**src/rtl/psum_bus_arbiter_pkg.sv**
```systemverilog
`default_nettype none
// ============================================================================
// Module : pe_arb_pkg
// Shared FSM state encoding and default sizing for the psum bus arbiter.
// Rev    : 1.0
// ============================================================================
package pe_arb_pkg;

  localparam int DEF_NUM_REQ    = 4;
  localparam int DEF_DATA_WIDTH = 16;
  localparam int DEF_MAX_BURST  = 8;

  typedef enum logic [1:0] {
    IDLE    = 2'd0,
    XFER    = 2'd1,
    RELEASE = 2'd2
  } arb_state_e;

  // Index width that stays legal for a single requester.
  function automatic int idx_width(input int n);
    return (n > 1) ? $clog2(n) : 1;
  endfunction

endpackage
`default_nettype wire

```
**src/rtl/psum_bus_arbiter_if.sv**
```systemverilog
`default_nettype none
// ============================================================================
// Module : psum_bus_arbiter_if
// PE-side request/beat bundle and buffer-side write port of the arbiter.
// Rev    : 1.0
// ============================================================================
interface psum_bus_arbiter_if
  import pe_arb_pkg::*;
#(
  parameter int NUM_REQ    = DEF_NUM_REQ,
  parameter int DATA_WIDTH = DEF_DATA_WIDTH
);
  logic [NUM_REQ-1:0]            req;
  logic [NUM_REQ-1:0]            wvalid;
  logic [NUM_REQ-1:0]            wlast;
  logic [NUM_REQ*DATA_WIDTH-1:0] wdata;
  logic                          buf_full;
  logic [NUM_REQ-1:0]            gnt;
  logic                          buf_wen;
  logic [DATA_WIDTH-1:0]         buf_wdata;
  logic                          busy;

  modport master (
    output req, wvalid, wlast, wdata, buf_full,
    input  gnt, buf_wen, buf_wdata, busy
  );

  modport slave (
    input  req, wvalid, wlast, wdata, buf_full,
    output gnt, buf_wen, buf_wdata, busy
  );
endinterface
`default_nettype wire

```
**src/rtl/psum_bus_arbiter_picker.sv**
```systemverilog
`default_nettype none
// ============================================================================
// Module : rr_priority_picker
// Round-robin pick: first requester searching upward from last_owner+1.
// Rev    : 1.0
// ============================================================================
module rr_priority_picker
  import pe_arb_pkg::*;
#(
  parameter  int NUM_REQ = DEF_NUM_REQ,
  localparam int IDX_W   = idx_width(NUM_REQ)
) (
  input  logic [NUM_REQ-1:0] req,
  input  logic [IDX_W-1:0]   last_owner,
  output logic [NUM_REQ-1:0] pick,
  output logic [IDX_W-1:0]   pick_idx
);

  always_comb begin : p_pick
    int   cand;
    logic found;
    pick     = '0;
    pick_idx = '0;
    found    = 1'b0;
    cand     = 0;
    for (int i = 1; i <= NUM_REQ; i++) begin
      cand = (int'(last_owner) + i) % NUM_REQ;
      if (!found && req[IDX_W'(cand)]) begin
        found              = 1'b1;
        pick[IDX_W'(cand)] = 1'b1;
        pick_idx           = IDX_W'(cand);
      end
    end
  end

endmodule
`default_nettype wire

```
**src/rtl/psum_bus_arbiter.sv**
```systemverilog
`default_nettype none
// ============================================================================
// Module : psum_bus_arbiter
// Round-robin owner of the global psum write buffer; optional burst cap
// selected by macro ARB_BURST_LIMIT_EN.
// Rev    : 1.0
// ============================================================================
module psum_bus_arbiter
  import pe_arb_pkg::*;
#(
  parameter int NUM_REQ    = DEF_NUM_REQ,
  parameter int DATA_WIDTH = DEF_DATA_WIDTH,
  parameter int MAX_BURST  = DEF_MAX_BURST
) (
  input  logic              clk,
  input  logic              rst,
  psum_bus_arbiter_if.slave bus
);

  localparam int IDX_W = idx_width(NUM_REQ);

  if (MAX_BURST < 1) begin : g_bad_max_burst
    $error("MAX_BURST must be at least 1");
  end

  arb_state_e         state_q, state_d;
  logic [IDX_W-1:0]   sel_q, sel_d;
  logic [IDX_W-1:0]   last_owner_q, last_owner_d;
  logic [NUM_REQ-1:0] gnt_oh_q, gnt_oh_d;
  logic [NUM_REQ-1:0] pick_oh;
  logic [IDX_W-1:0]   pick_idx;
  logic               in_xfer;
  logic               accept;
  logic               limit_hit;

  rr_priority_picker #(.NUM_REQ(NUM_REQ)) u_picker (
    .req       (bus.req),
    .last_owner(last_owner_q),
    .pick      (pick_oh),
    .pick_idx  (pick_idx)
  );

  // Every output is derived from the current state so reset clears them at once.
  assign in_xfer       = (state_q == XFER);
  assign accept        = in_xfer & bus.wvalid[sel_q] & ~bus.buf_full;
  assign bus.gnt       = in_xfer ? gnt_oh_q : '0;
  assign bus.busy      = in_xfer;
  assign bus.buf_wen   = accept;
  assign bus.buf_wdata = in_xfer ? bus.wdata[sel_q*DATA_WIDTH +: DATA_WIDTH] : '0;

`ifdef ARB_BURST_LIMIT_EN
  localparam int CNT_W = $clog2(MAX_BURST + 1);

  logic [CNT_W-1:0] beat_cnt_q, beat_cnt_d;

  always_comb begin
    beat_cnt_d = beat_cnt_q;
    if (!in_xfer) begin
      beat_cnt_d = '0;
    end else if (accept && (beat_cnt_q != CNT_W'(MAX_BURST))) begin
      beat_cnt_d = beat_cnt_q + 1'b1;
    end
  end

  always_ff @(posedge clk or posedge rst) begin
    if (rst) beat_cnt_q <= '0;
    else     beat_cnt_q <= beat_cnt_d;
  end

  assign limit_hit = (beat_cnt_q == CNT_W'(MAX_BURST - 1));
`else
  assign limit_hit = 1'b0;
`endif

  always_comb begin
    state_d      = state_q;
    sel_d        = sel_q;
    gnt_oh_d     = gnt_oh_q;
    last_owner_d = last_owner_q;
    case (state_q)
      IDLE: begin
        if (|bus.req) begin
          sel_d    = pick_idx;
          gnt_oh_d = pick_oh;
          state_d  = XFER;
        end
      end
      XFER: begin
        // A final beat stalled by buf_full keeps the grant until it lands.
        if (!bus.req[sel_q]) begin
          state_d = RELEASE;
        end else if (accept && (bus.wlast[sel_q] || limit_hit)) begin
          state_d = RELEASE;
        end
      end
      RELEASE: begin
        last_owner_d = sel_q;
        state_d      = IDLE;
      end
      default: state_d = IDLE;
    endcase
  end

  always_ff @(posedge clk or posedge rst) begin
    if (rst) begin
      state_q      <= IDLE;
      sel_q        <= '0;
      gnt_oh_q     <= '0;
      last_owner_q <= IDX_W'(NUM_REQ - 1);
    end else begin
      state_q      <= state_d;
      sel_q        <= sel_d;
      gnt_oh_q     <= gnt_oh_d;
      last_owner_q <= last_owner_d;
    end
  end

endmodule
`default_nettype wire
```
**src/flat_wrapper.sv**
```systemverilog
// flat-port wrapper written by rule: the top's interface ports become plain ports
module psum_bus_arbiter_flat import pe_arb_pkg::*;
#(
  parameter int NUM_REQ    = DEF_NUM_REQ,
  parameter int DATA_WIDTH = DEF_DATA_WIDTH,
  parameter int MAX_BURST  = DEF_MAX_BURST
)
  (clk, rst, bus_req, bus_wvalid, bus_wlast, bus_wdata, bus_buf_full, bus_gnt, bus_buf_wen, bus_buf_wdata, bus_busy);
  psum_bus_arbiter_if #(.NUM_REQ(NUM_REQ), .DATA_WIDTH(DATA_WIDTH)) bus_i ();
  input  logic clk;
  input  logic rst;
  input wire logic [$bits(bus_i.req)-1:0] bus_req;
  input wire logic [$bits(bus_i.wvalid)-1:0] bus_wvalid;
  input wire logic [$bits(bus_i.wlast)-1:0] bus_wlast;
  input wire logic [$bits(bus_i.wdata)-1:0] bus_wdata;
  input wire logic [$bits(bus_i.buf_full)-1:0] bus_buf_full;
  output wire logic [$bits(bus_i.gnt)-1:0] bus_gnt;
  output wire logic [$bits(bus_i.buf_wen)-1:0] bus_buf_wen;
  output wire logic [$bits(bus_i.buf_wdata)-1:0] bus_buf_wdata;
  output wire logic [$bits(bus_i.busy)-1:0] bus_busy;
  assign bus_i.req = bus_req;
  assign bus_i.wvalid = bus_wvalid;
  assign bus_i.wlast = bus_wlast;
  assign bus_i.wdata = bus_wdata;
  assign bus_i.buf_full = bus_buf_full;
  assign bus_gnt = bus_i.gnt;
  assign bus_buf_wen = bus_i.buf_wen;
  assign bus_buf_wdata = bus_i.buf_wdata;
  assign bus_busy = bus_i.busy;
  psum_bus_arbiter #(.NUM_REQ(NUM_REQ), .DATA_WIDTH(DATA_WIDTH), .MAX_BURST(MAX_BURST)) u_core (.clk(clk), .rst(rst), .bus(bus_i));
endmodule
```
**config.mk**
```make
export PLATFORM = sky130hd
export DESIGN_NAME = psum_bus_arbiter_flat
export DESIGN_NICKNAME = d
export VERILOG_FILES = /design/src/rtl/psum_bus_arbiter_pkg.sv /design/src/rtl/psum_bus_arbiter_if.sv /design/src/rtl/psum_bus_arbiter_picker.sv /design/src/rtl/psum_bus_arbiter.sv /design/src/flat_wrapper.sv
export SDC_FILE = /design/constraint.sdc
export NUM_CORES = 1
export LEC_CHECK = 0
export ABC_AREA = 1
export BUFFER_PORTS_ARGS = -buffer_cell sky130_fd_sc_hd__buf_4
export CORE_ASPECT_RATIO = 1.4
export CORE_MARGIN = 2
export CORE_UTILIZATION = 35
export DETAILED_ROUTE_END_ITERATION = 12
export GPL_ROUTABILITY_DRIVEN = 0
export MAX_ROUTING_LAYER = met4
export PLACE_DENSITY_LB_ADDON = 0.15
export SLEW_MARGIN = 20
export SYNTH_ARGS = -nofsm -noshare
export SYNTH_HDL_FRONTEND = slang
export SYNTH_SLANG_ARGS = --single-unit
```
**constraint.sdc**
```tcl
create_clock -name clk -period 2.4 [get_ports clk]
set_clock_uncertainty 0.15 [all_clocks]
set_input_delay 0.6 -clock clk [delete_from_list [all_inputs] [get_ports clk]]
set_output_delay 0.6 -clock clk [all_outputs]
set_load 0.02 [all_outputs]
```
==> results by stage <==
Clock tree:
- The number of buffers created by CTS is 3.
- No sink is reached through more buffers than the 2 on the longest clock path.
- The clock root buffer is sky130_fd_sc_hd__clkbuf_8.
- Counting every sink on the clock net gives 10.
- Once the clock tree was built, the resizer swapped 0 gates to a different size.
- Clock latency on the worst-skew pair, taken at its later pin, is 0.24 ns.
- The clock-pin slew on the worst setup and hold paths is 0.05 ns.
- The quantity of hold-fixing buffers added after cts is 0.
- The number of buffers added for setup after CTS is 0.
- The depth of the CTS H-tree is 1.
- TritonCTS built the clock tree.

Floorplan:
- The die extent in x is 61.57 um.
- The effective utilization at floorplan is 0.3610.
- From bottom edge to top edge, the die measures 84.60 um.
- For this design the top-level I/O count stands at 101.
- The core region is 4499 sq um.
- The floorplan step defined a die boundary enclosing 5209 sq um.
- In this run the core area contains 29 standard-cell rows.

Pwr:
- The internal cell power is 1.373 mW.
- The sequential share of power is 0.106.
- The leakage power of the design is 1.325 nW.
- The total net switching power is 1.690 mW.
- Of the total power, the share spent switching nets is 0.5516.
- The worst-case IR drop observed on VDD is 0.8177 mV.
- The share of total power dissipated in combinational logic is 0.824.
- The share of total power dissipated in the clock network is 0.070.
- The power density over cell area is 1224 nW/um^2.

STA:
- Dividing the final minimum period by the clock period gives 0.9450.
- The number of failing hold endpoints at the final stage was 0.
- For the finished layout, the period the worst path requires is 2.268 ns.
- The count of pins over their slew limit is 0.
- The count of endpoints failing setup in the final report is 0.
- The final setup slack of the worst path is 0.1321 ns.
- Setup repair after global routing left no endpoint under its margin.
- The fmax is 440.9 MHz.
- The sum of negative setup slack is 0 ns.
- For the pin with the worst max-slew slack, the measured transition is 0.3831 ns.
- The worst pin sits at a relative slew slack of 0.7443.

Cells and area:
- The filler cell count is 495.
- In the layout the commonest cells are 111 x sky130_fd_sc_hd__buf_4, 79 x sky130_fd_sc_hd__nor2_1, 47 x sky130_fd_sc_hd__nand2_1.
- The antenna diode count is 0.
- The library cell used most frequently in the layout, excluding fill and tap cells, is sky130_fd_sc_hd__buf_4.
- The count of non-filler cells in the finished layout is 454.
- The share of cells above drive strength 1 is 0.3393.
- The register area is 252.7 sq um.
- The layout net count is 480.
- Relative to the synthesized area, the layout overhead comes to 54.08%.
- The multi-input combinational cell area is 1182 sq um.

Global routing:
- The first global-routing pass estimated 8769 um of wire.
- In this run the most used layer during global routing was met2.
- The number of global-route vias before repair is 2021.
- The total overflow left after global routing is 0.
- The number of antenna violations at the first check in global routing is 0.
- The global-route usage over all layers is 0.2192.
- The global routing met1 resource utilization is 0.2180.
- For this run, global-route usage on met3 was measured as 0.03390.
- The met2 usage is 0.4153.
- Entering global routing, the biggest net connects 23 pins.

Flow run:
- The number of maximum-capacitance constraint violations is 0.

Detailed routing:
- The routed wire length per instance is 12.35 um.
- Dividing the detail-routed via count by the number of cells gives 4.910.
- In the routed design, unresolved DRC markers number 0.
- The via count of the routed design is 2229.
- The first detailed-routing pass took 4 iterations.
- The number of routed nets with antenna violations is 0.
- The violation count after the first detailed-routing iteration is 162.
- Summed over all layers, the routed wires come to 5608 um.

Synth:
- The warning count from the yosys run is 0.
- The number of nets handed over by synthesis was 381.
- The share of the Yosys chip area taken by registers is 0.1556.
- In this run the mean area of a mapped cell was 5.524 sq um.
- Counting distinct cell types in the post-synthesis netlist gives 25.
- Synthesis handed over a netlist of 294 instances.
- The summed instance area of the synthesized netlist is 1624 sq um.
- The synthesized design contains 10 register bits.

Critical path:
- The worst setup path is of the register to primary output kind.
- For flop-to-flop paths, the worst setup slack is 0.29 ns.
- STA classifies the critical path startpoint as a register.
- STA puts the critical path data required time at 1.65 ns.
- Data on the critical path arrives at its endpoint at 1.52 ns.
- The element type at the critical path end is a primary output.
- In this run the worst path has a maximum fanout of 11.

Placed design:
- The total placed cells including tap cells is 450.
- Summed over all nets, the half-perimeter wirelength after detailed placement is 4416 um.
- Input and output buffers added on the ports amount to 100.
- At the placement stage, the worst setup path has a slack of 0.2986 ns.

Min path:
- The path category of the worst min-delay check is primary input to asynchronous set/reset pin.

Run status:
- The flow ran to the end, and the final reports show no timing, DRC or antenna violations.
[power by group through the flow]
stage	Sequential (mW)	Combinational [mW]	Clock [mW]
3_5_place_dp	0.327	2.52	0
4_1_cts	0.325	2.53	0.216
3_3_place_gp	0.323	2.53	0
5_1_grt	0.334	2.82	0.231
2_1_floorplan	0.306	1.78	0
6_report	0.323	2.53	0.214
[worst paths after layout]
| path | start | endpoint | cells past startpoint |
|---|---|---|---|
| worst max-delay path | u_core.sel_q[1] | bus_buf_wdata[0] | 6 |
| worst min-delay path | rst | u_core.gnt_oh_q[1] | 2 |
| worst max register to register | u_core.last_owner_q[0] | u_core.gnt_oh_q[0] | 10 |
| worst min register to register | u_core.gnt_oh_q[1] | u_core.gnt_oh_q[1] | 2 |
| max in group asynchronous | rst | u_core.last_owner_q[0] | 2 |
| min in group clk | u_core.gnt_oh_q[1] | u_core.gnt_oh_q[1] | 2 |
[area by class of cell]
cell class / count / share of cell area
Clock buffer: 4 / 0.02200
Inverter: 25 / 0.04050
Multi-Input combinational cell: 242 / 0.4725
Sequential cell: 10 / 0.1010
Tap cell: 62 / 0.03100
Timing Repair Buffer: 111 / 0.3330
[synth_stat cells]
cell	instances	area, sq um
sky130_fd_sc_hd__a21boi_0	3	22.52
sky130_fd_sc_hd__a21oi_1	28	140.1
sky130_fd_sc_hd__a31oi_4	1	21.27
sky130_fd_sc_hd__buf_2	7	35.03
sky130_fd_sc_hd__buf_6	2	22.52
sky130_fd_sc_hd__clkbuf_1	8	30.03
sky130_fd_sc_hd__dfrtp_1	8	200.2
sky130_fd_sc_hd__dfstp_2	2	52.55
sky130_fd_sc_hd__ha_1	8	100.1
sky130_fd_sc_hd__inv_1	20	75.07
sky130_fd_sc_hd__inv_2	4	15.01
sky130_fd_sc_hd__inv_8	1	11.26
sky130_fd_sc_hd__nand2_1	47	176.4
sky130_fd_sc_hd__nand2_2	2	12.51
sky130_fd_sc_hd__nand2_4	3	33.78
sky130_fd_sc_hd__nand3_1	24	120.1
sky130_fd_sc_hd__nand3_2	2	20.02
sky130_fd_sc_hd__nor2_1	79	296.5
sky130_fd_sc_hd__nor2_2	2	12.51
sky130_fd_sc_hd__nor2_4	1	11.26
sky130_fd_sc_hd__o21a_1	1	7.510
sky130_fd_sc_hd__o21ai_0	38	190.2
sky130_fd_sc_hd__o21ai_1	1	5.000
sky130_fd_sc_hd__o22ai_1	1	6.260
sky130_fd_sc_hd__or2_1	1	6.260
[critical path: stages, from the launching register on]
cell and delay [ns]:
sky130_fd_sc_hd__dfrtp_1 0.45, sky130_fd_sc_hd__inv_1 0.08, sky130_fd_sc_hd__buf_4 0.18, sky130_fd_sc_hd__nor2_1 0.10, sky130_fd_sc_hd__o21ai_0 0.08, sky130_fd_sc_hd__a21oi_1 0.20, sky130_fd_sc_hd__buf_4 0.18
[cell families (layout without fill, tap and decap cells)]
| family | count (synthesis) | count (layout) | share of synthesized area |
|---|---|---|---|
| fa+ha+maj | 8 | 8 | 0.06164 |
| simple gates | 161 | 161 | 0.4245 |
| compound gates | 73 | 73 | 0.2419 |
| flops | 10 | 10 | 0.1556 |
| buf+inv | 42 | 140 | 0.1163 |
[per-stage QoR]
step	hold slack (ns)	utilization	power (mW)	instance area, sq um
floorplan	0.2887	-	2.085	1624
global placement	0.3499	0.5439	2.850	2447
detailed placement	0.3545	0.5439	2.851	2447
CTS	0.2094	0.5562	3.075	2502
global route	0.2298	0.5562	3.386	2502
finish	0.1898	0.5562	3.063	2502
[flip-flops by register name, summed over array words and instances (netlist names)]
signal,flops
u_core.gnt_oh_q,4
u_core.state_q,2
u_core.last_owner_q,2
u_core.sel_q,2
[layer usage]
| metal | up-vias | routed length [um] | share of wire |
|---|---|---|---|
| met5 | - | 0 | 0 |
| met4 | 0 | 57 | 0.010 |
| met3 | 5 | 562 | 0.10 |
| met2 | 93 | 2939 | 0.52 |
| met1 | 991 | 2048 | 0.37 |
| li1 | 1140 | - | - |
No activity file was read; power rests on OpenSTA's default activity.
